File: src/rtl/disp_pkg.sv
// Shared types and constants for the binary-to-digit converter that feeds
// the 4-digit seven-segment display driver.
//   state_t  : converter FSM states (also exported as a debug signal)
//   digit_t  : one 4-bit digit code as seen by the display driver
package disp_pkg;

    typedef enum logic [1:0] {
        IDLE   = 2'd0,
        SHIFT  = 2'd1,
        FINISH = 2'd2
    } state_t;

    typedef logic [3:0] digit_t;

    localparam int NUM_DIGITS     = 4;
    // Double-dabble correction: a BCD nibble that would reach 10 or more
    // after the next doubling is pre-biased by 3 so the carry lands in the
    // next decimal digit.
    localparam int BCD_ADJ_THRESH = 5;
    localparam int BCD_ADJ_ADD    = 3;

endpackage

File: src/rtl/bin_to_digits_if.sv
// Bus between the converter and its requester / the display driver.
//   start, value, signed_mode, hex_mode : request side (master drives)
//   busy, done, neg, d0..d3             : status and digit outputs
//   state                               : FSM state, for observation only
//
// Handshake: there is no ready signal. start is a one-cycle request that the
// converter samples only while busy is low (state IDLE); value, signed_mode
// and hex_mode must be valid in that same cycle. A start seen while busy is
// dropped, not queued. done pulses for one cycle when d0..d3/neg update, and
// start may be raised again in that very cycle.
interface bin_to_digits_if
    import disp_pkg::*;
#(
    parameter int WIDTH = 8
);
    logic             start;
    logic [WIDTH-1:0] value;
    logic             signed_mode;
    logic             hex_mode;
    logic             busy;
    logic             done;
    logic             neg;
    digit_t           d0;
    digit_t           d1;
    digit_t           d2;
    digit_t           d3;
    state_t           state;

    modport master (
        output start, value, signed_mode, hex_mode,
        input  busy, done, neg, d0, d1, d2, d3, state
    );

    modport slave (
        input  start, value, signed_mode, hex_mode,
        output busy, done, neg, d0, d1, d2, d3, state
    );

endinterface

File: src/rtl/bin_to_digits_bcd_adjust.sv
// One double-dabble correction cell: a nibble of 5 or more gets +3,
// otherwise it passes through unchanged. Purely combinational.
//   nibble   : BCD digit before the shift
//   adjusted : corrected digit
module bcd_adjust
    import disp_pkg::*;
(
    input  digit_t nibble,
    output digit_t adjusted
);

    assign adjusted = (nibble >= digit_t'(BCD_ADJ_THRESH))
                    ? nibble + digit_t'(BCD_ADJ_ADD)
                    : nibble;

endmodule

File: src/rtl/bin_to_digits.sv
// Sequential binary-to-digit converter. A captured word is turned into four
// digit codes, either BCD (shift-and-add-3 over WIDTH cycles) or hex nibbles.
// Hex mode still runs the engine so latency is WIDTH+1 cycles in every mode.
// Digit outputs are registered and only change on the done cycle.
//   clk, rst : clock, asynchronous active-high reset
//   bus      : request/status/digit bus (slave side), see bin_to_digits_if
// WIDTH must stay within 4..13 so the largest magnitude fits in 4 BCD digits.
module bin_to_digits
    import disp_pkg::*;
#(
    parameter int WIDTH = 8
) (
    input  logic           clk,
    input  logic           rst,
    bin_to_digits_if.slave bus
);

    localparam int            CW   = $clog2(WIDTH);
    localparam logic [CW-1:0] LAST = CW'(WIDTH - 1);

    state_t           state;
    state_t           state_nxt;
    logic [CW-1:0]    cnt;
    logic [WIDTH-1:0] word_q;
    logic [WIDTH-1:0] mag_q;
    logic [15:0]      bcd_q;
    logic [15:0]      bcd_adj;
    logic [15:0]      hex_word;
    logic             hex_q;
    logic             sign_q;
    logic             accept;
    logic             in_neg;
    logic [WIDTH:0]   mag_in;

    assign accept   = (state == IDLE) && bus.start;
    assign bus.busy  = (state != IDLE);
    assign bus.state = state;
    assign hex_word  = 16'(word_q);

    // Negate in WIDTH+1 bits so the most-negative input yields 2**(WIDTH-1);
    // that magnitude still fits in the low WIDTH bits as an unsigned value.
    always_comb begin
        in_neg = bus.signed_mode & bus.value[WIDTH-1];
        mag_in = in_neg ? -{1'b0, bus.value} : {1'b0, bus.value};
    end

    for (genvar i = 0; i < NUM_DIGITS; i++) begin : g_adj
        bcd_adjust u_adj (
            .nibble   (bcd_q[4*i +: 4]),
            .adjusted (bcd_adj[4*i +: 4])
        );
    end

    always_ff @(posedge clk or posedge rst) begin
        if (rst) state <= IDLE;
        else     state <= state_nxt;
    end

    always_comb begin
        state_nxt = state;
        case (state)
            IDLE:    if (bus.start)   state_nxt = SHIFT;
            SHIFT:   if (cnt == LAST) state_nxt = FINISH;
            FINISH:  state_nxt = IDLE;
            default: state_nxt = IDLE;
        endcase
    end

    always_ff @(posedge clk or posedge rst) begin
        if (rst) begin
            cnt     <= '0;
            word_q  <= '0;
            mag_q   <= '0;
            bcd_q   <= '0;
            hex_q   <= 1'b0;
            sign_q  <= 1'b0;
            bus.done <= 1'b0;
            bus.neg  <= 1'b0;
            bus.d0   <= '0;
            bus.d1   <= '0;
            bus.d2   <= '0;
            bus.d3   <= '0;
        end else begin
            bus.done <= 1'b0;
            case (state)
                IDLE: begin
                    if (accept) begin
                        word_q <= bus.value;
                        hex_q  <= bus.hex_mode;
                        sign_q <= in_neg;
                        mag_q  <= mag_in[WIDTH-1:0];
                        bcd_q  <= '0;
                        cnt    <= '0;
                    end
                end
                SHIFT: begin
                    // Adjust first, then shift BCD and magnitude as one register.
                    bcd_q <= {bcd_adj[14:0], mag_q[WIDTH-1]};
                    mag_q <= mag_q << 1;
                    cnt   <= cnt + 1'b1;
                end
                FINISH: begin
                    bus.done <= 1'b1;
                    if (hex_q) begin
                        bus.d0  <= hex_word[3:0];
                        bus.d1  <= hex_word[7:4];
                        bus.d2  <= hex_word[11:8];
                        bus.d3  <= hex_word[15:12];
                        bus.neg <= 1'b0;
                    end else begin
                        bus.d0  <= bcd_q[3:0];
                        bus.d1  <= bcd_q[7:4];
                        bus.d2  <= bcd_q[11:8];
                        bus.d3  <= bcd_q[15:12];
                        bus.neg <= sign_q;
                    end
                end
                default: ;
            endcase
        end
    end

endmodule

File: src/flat_wrapper.sv
// flat-port wrapper written by rule: the top's interface ports become plain ports
module bin_to_digits_flat import disp_pkg::*;
#(
    parameter int WIDTH = 8
)
  (clk, rst, bus_start, bus_value, bus_signed_mode, bus_hex_mode, bus_busy, bus_done, bus_neg, bus_d0, bus_d1, bus_d2, bus_d3, bus_state);
  bin_to_digits_if #(.WIDTH(WIDTH)) bus_i ();
  input  logic clk;
  input  logic rst;
  input wire logic [$bits(bus_i.start)-1:0] bus_start;
  input wire logic [$bits(bus_i.value)-1:0] bus_value;
  input wire logic [$bits(bus_i.signed_mode)-1:0] bus_signed_mode;
  input wire logic [$bits(bus_i.hex_mode)-1:0] bus_hex_mode;
  output wire logic [$bits(bus_i.busy)-1:0] bus_busy;
  output wire logic [$bits(bus_i.done)-1:0] bus_done;
  output wire logic [$bits(bus_i.neg)-1:0] bus_neg;
  output wire logic [$bits(bus_i.d0)-1:0] bus_d0;
  output wire logic [$bits(bus_i.d1)-1:0] bus_d1;
  output wire logic [$bits(bus_i.d2)-1:0] bus_d2;
  output wire logic [$bits(bus_i.d3)-1:0] bus_d3;
  output wire logic [$bits(bus_i.state)-1:0] bus_state;
  assign bus_i.start = bus_start;
  assign bus_i.value = bus_value;
  assign bus_i.signed_mode = bus_signed_mode;
  assign bus_i.hex_mode = bus_hex_mode;
  assign bus_busy = bus_i.busy;
  assign bus_done = bus_i.done;
  assign bus_neg = bus_i.neg;
  assign bus_d0 = bus_i.d0;
  assign bus_d1 = bus_i.d1;
  assign bus_d2 = bus_i.d2;
  assign bus_d3 = bus_i.d3;
  assign bus_state = bus_i.state;
  bin_to_digits #(.WIDTH(WIDTH)) u_core (.clk(clk), .rst(rst), .bus(bus_i));
endmodule
File: config.mk
export PLATFORM = sky130hd
export DESIGN_NAME = bin_to_digits_flat
export DESIGN_NICKNAME = d
export VERILOG_FILES = /design/src/rtl/disp_pkg.sv /design/src/rtl/bin_to_digits_if.sv /design/src/rtl/bin_to_digits_bcd_adjust.sv /design/src/rtl/bin_to_digits.sv /design/src/flat_wrapper.sv
export SDC_FILE = /design/constraint.sdc
export NUM_CORES = 1
export LEC_CHECK = 0
export BUFFER_PORTS_ARGS = -buffer_cell sky130_fd_sc_hd__buf_2
export CAP_MARGIN = 20
export CORE_MARGIN = 2
export CORE_UTILIZATION = 61
export DETAILED_ROUTE_END_ITERATION = 8
export PLACE_DENSITY = 0.83
export SETUP_SLACK_MARGIN = 0.4
export SLEW_MARGIN = 10
export SYNTH_ARGS = -nofsm -noshare
export SYNTH_HDL_FRONTEND = slang
export SYNTH_SLANG_ARGS = --single-unit
export TNS_END_PERCENT = 30
File: constraint.sdc
create_clock -name clk -period 2.9 [get_ports clk]
set_clock_uncertainty 0.1 [all_clocks]
set_input_delay 0.145 -clock clk [delete_from_list [all_inputs] [get_ports clk]]
set_output_delay 0.145 -clock clk [all_outputs]
set_load 0.01 [all_outputs]
==> impl_results.md <==
* Status: complete, no violations
* Diode count at 0
* CTS max path bufs at 2
* Slew headroom at 0.379
* RSZ-0062 raised after global routing: no
* DRT Wirelength at between 5 and 6 mm
* R2r worst-path depth at 3
* Synth top area share at 0.530
* Max cap viols at 0
* Pleak at 1.56 nW
* Worst Path Max Fanout at 5
* Clock root buffer: clkbuf_8
* Crit. End Element: flip-flop
* Met1 WL at roughly 2.5 mm
* Area grow syn2layout at 16.6%
* Row cnt at 24
* Core area at about 4300 um2
* Final Hold Viols at 0
* Placed cells at about 340
* R2R setup slack at 1090 ps
* Antenna Nets Post-Route at 0
* Synth area leaders: dfrtp_1, nand2_1, ha_1, mux2i_1, o21ai_0
* Number of nets in the layout at roughly 330
* Sequential power share at 0.425
* Maximum vdd drop at between 0.5 and 0.6 mV
* Post-synth top area cell: dfrtp_1
* Worst reg2reg endpoint: u_core.bus.d2[1]
* GR Overflow Total at 0
* CP endpoint: u_core.mag_q[7]
* CTS Sinks at 57
* Gate power share at 0.381
* Initial core utilization at 0.627
* Pins Over Slew Limit at 0
* Via density at between 5 and 6
* Simple-gate portion of the synthesized area at 0.137
* Post-synthesis mux area share at 0.0483
* Drt wl/cell at between 10 and 15 um
* Clock network power share at 0.195
* Post-CTS sizing at 0
* Worst Path Arrival at around 2100 ps
* Drc violations at 0
* Syn_area_per_cell at just over 10 um2
* Die area at about 5000 um2
* Post-DP HPWL at between 3 and 4 mm
* Switching Share at 0.379
* Psw at 1.26 mW
* Layout cell share with drive strength beyond 1 at 0.172
* #FFs+latches synth at 57
* CP Data Required Time at slightly above 3000 ps
* Die Wd at 70.4 um
* Final Cycle Share at 0.661
* Reg clk slew, reported paths at 60 ps
* First-pass GRT wire length at 9.23 mm
* DP Worst Slack at 1040 ps
* Met2 wire length at roughly 2.6 mm
* Pre-antenna DRT Iters at 4
* GP Congestion at a little under 0.8
* PnR worst setup slack at ~980 ps
* WS Path Type: in -> reg
* Final Non-Filler Cells at approximately 370
* Synth Instances at 267
* Vias in the first global route at ~2000
* GRT Total Usage at 0.243
* DR iter-0 viols at roughly 110
* Worst r2r src: u_core.bus.state[0]
* Worst setup SP type: primary input
* H-Tree Depth at 3
* Worst slew pin tran at around 930 ps
* Netlist cell types at 32
* Synthesis Warnings at 0
* Vias at around 2000
* Post-synthesis xor/xnor area fraction at 0.0293
* Worst hold path class: in -> reg
* Count of input and output buffers at 33
* Setup_tns at 0 ps
* Pwr dens at around 1100 nW/um2
* Initial antenna violation count at 0
* Skew-Pair Late Insertion Delay at ~330 ps
* Met3 wire length at approximately 220 um
* Combinational family with the most area after synthesis: compound AO/OA/AOI/OAI gates
* Syn nets at approximately 290
* Seq/Total Area, Yosys at 0.530
* TritonCTS Buffers at 9
* Filler cells at 330
* Final setup vio count at 0
* Critical Path Source: bus_value[2]
* Min cycle time layout at 1920 ps
* Pin count of the biggest net entering global routing at 36
* Mapped Area at approximately 2700 um2
* Achievable Freq at 522 MHz
* IO Count at 34
* TritonCTS clock tree: yes
* Synth Area in Compound Gates at 0.166
* Leading cell types in the layout, fill and taps excluded: dfrtp_1, nand2_1, buf_2
* Adder-cell share of the synthesized area at 0.0511
* Chip Height at 70.4 um
* Most common cell after layout, fill and taps aside: dfrtp_1
* Highest Signal Layer: met4
* Cell-internal power at 2.07 mW
## power groups by stage
stage	combinational, mW	sequential [mW]	clock (mW)
6_report	1.27	1.41	0.648
5_1_grt	1.45	1.46	0.689
4_1_cts	1.28	1.41	0.658
3_5_place_dp	1.26	1.42	0
3_3_place_gp	1.21	1.40	0
2_1_floorplan	0.963	1.36	0
## through the flow
stage                      util  hold WS [ps]  total power [mW]  instance area, um2
after floorplan               -           150              2.33                2690
final                     0.731          59.5              3.33                3140
after detailed placement  0.672           128              2.69                2880
after CTS                 0.731          42.7              3.35                3140
after global placement    0.672           120              2.62                2880
after global routing      0.731          50.4              3.59                3140
## critical path: stages
cell	delay [ps]
dlygate4sd3_1	530
buf_2	150
or4_1	530
or4_1	410
a21oi_1	190
a221o_2	130
## logic make-up (layout without fill, tap and decap cells)
logic type,after synthesis,in the layout
multiplexers,13,13
buffers and inverters,26,73
XOR/XNOR,9,9
adder cells (fa/ha/maj),11,11
AO/OA/AOI/OAI,70,70
flip-flops,57,57
AND/OR/NAND/NOR,81,81
## metal layers
metal | GRT usage | vias to the layer above
met5 | 0 | -
met4 | 0.113 | 0
met3 | 0.0476 | 9
met2 | 0.401 | 58
met1 | 0.309 | 960
li1 | - | 1021
## cell usage after synthesis, drive strengths merged
| library cell | count |
|---|---|
| dfrtp | 57 |
| nand2 | 51 |
| o21ai | 25 |
| inv | 14 |
| mux2i | 13 |
| a21oi | 11 |
| ha | 11 |
| clkbuf | 10 |
| nand2b | 10 |
| nor2 | 9 |
| o31ai | 9 |
| xnor2 | 8 |
| o22ai | 7 |
| a22o | 4 |
| a22oi | 4 |
| a32o | 4 |
| nor3b | 4 |
| a31oi | 2 |
| buf | 2 |
| nand3 | 2 |
| or4 | 2 |
| a221o | 1 |
| and2 | 1 |
| nor3 | 1 |
| o21bai | 1 |
| o22a | 1 |
| o32ai | 1 |
| or2 | 1 |
| xor2 | 1 |
## final cells by class
type / count / area (um2) / area share
clock inverters: 3 / 15.0 / 0.00478
clock buffers: 13 / 159 / 0.0506
multi-input cells: 184 / 1160 / 0.370
inverters: 14 / 52.6 / 0.0167
flip-flops and latches: 57 / 1430 / 0.455
well taps: 52 / 65.1 / 0.0207
repair buffers: 43 / 260 / 0.0829
## how the worst min path moves through the flow
stage | startpoint | endpoint | slack, ps | cells after the start
after floorplan | bus_hex_mode | u_core.hex_q | 150 | 2
after global placement | rst | u_core.bus.d1[0] | 120 | 2
after detailed placement | rst | u_core.bus.d0[1] | 130 | 2
after CTS | bus_value[1] | u_core.word_q[1] | 40 | 3
after global routing | bus_value[1] | u_core.word_q[1] | 50 | 3
final | bus_value[1] | u_core.word_q[1] | 60 | 3
## flip-flops by register name (all words and copies together), names as in the netlist, 3 cells and up
signal / cells
u_core.bus.d2: 4
u_core.cnt: 3
u_core.bus.d1: 4
u_core.bcd_q: 16
u_core.word_q: 8
u_core.bus.d3: 4
u_core.mag_q: 8
u_core.bus.d0: 4
## repair_timing
action                    in CTS  in global routing
hold buffers                   8                  0
hold endpoints to repair      32                  0
buffers inserted               0                  0
(Power assumes the default switching activity.)
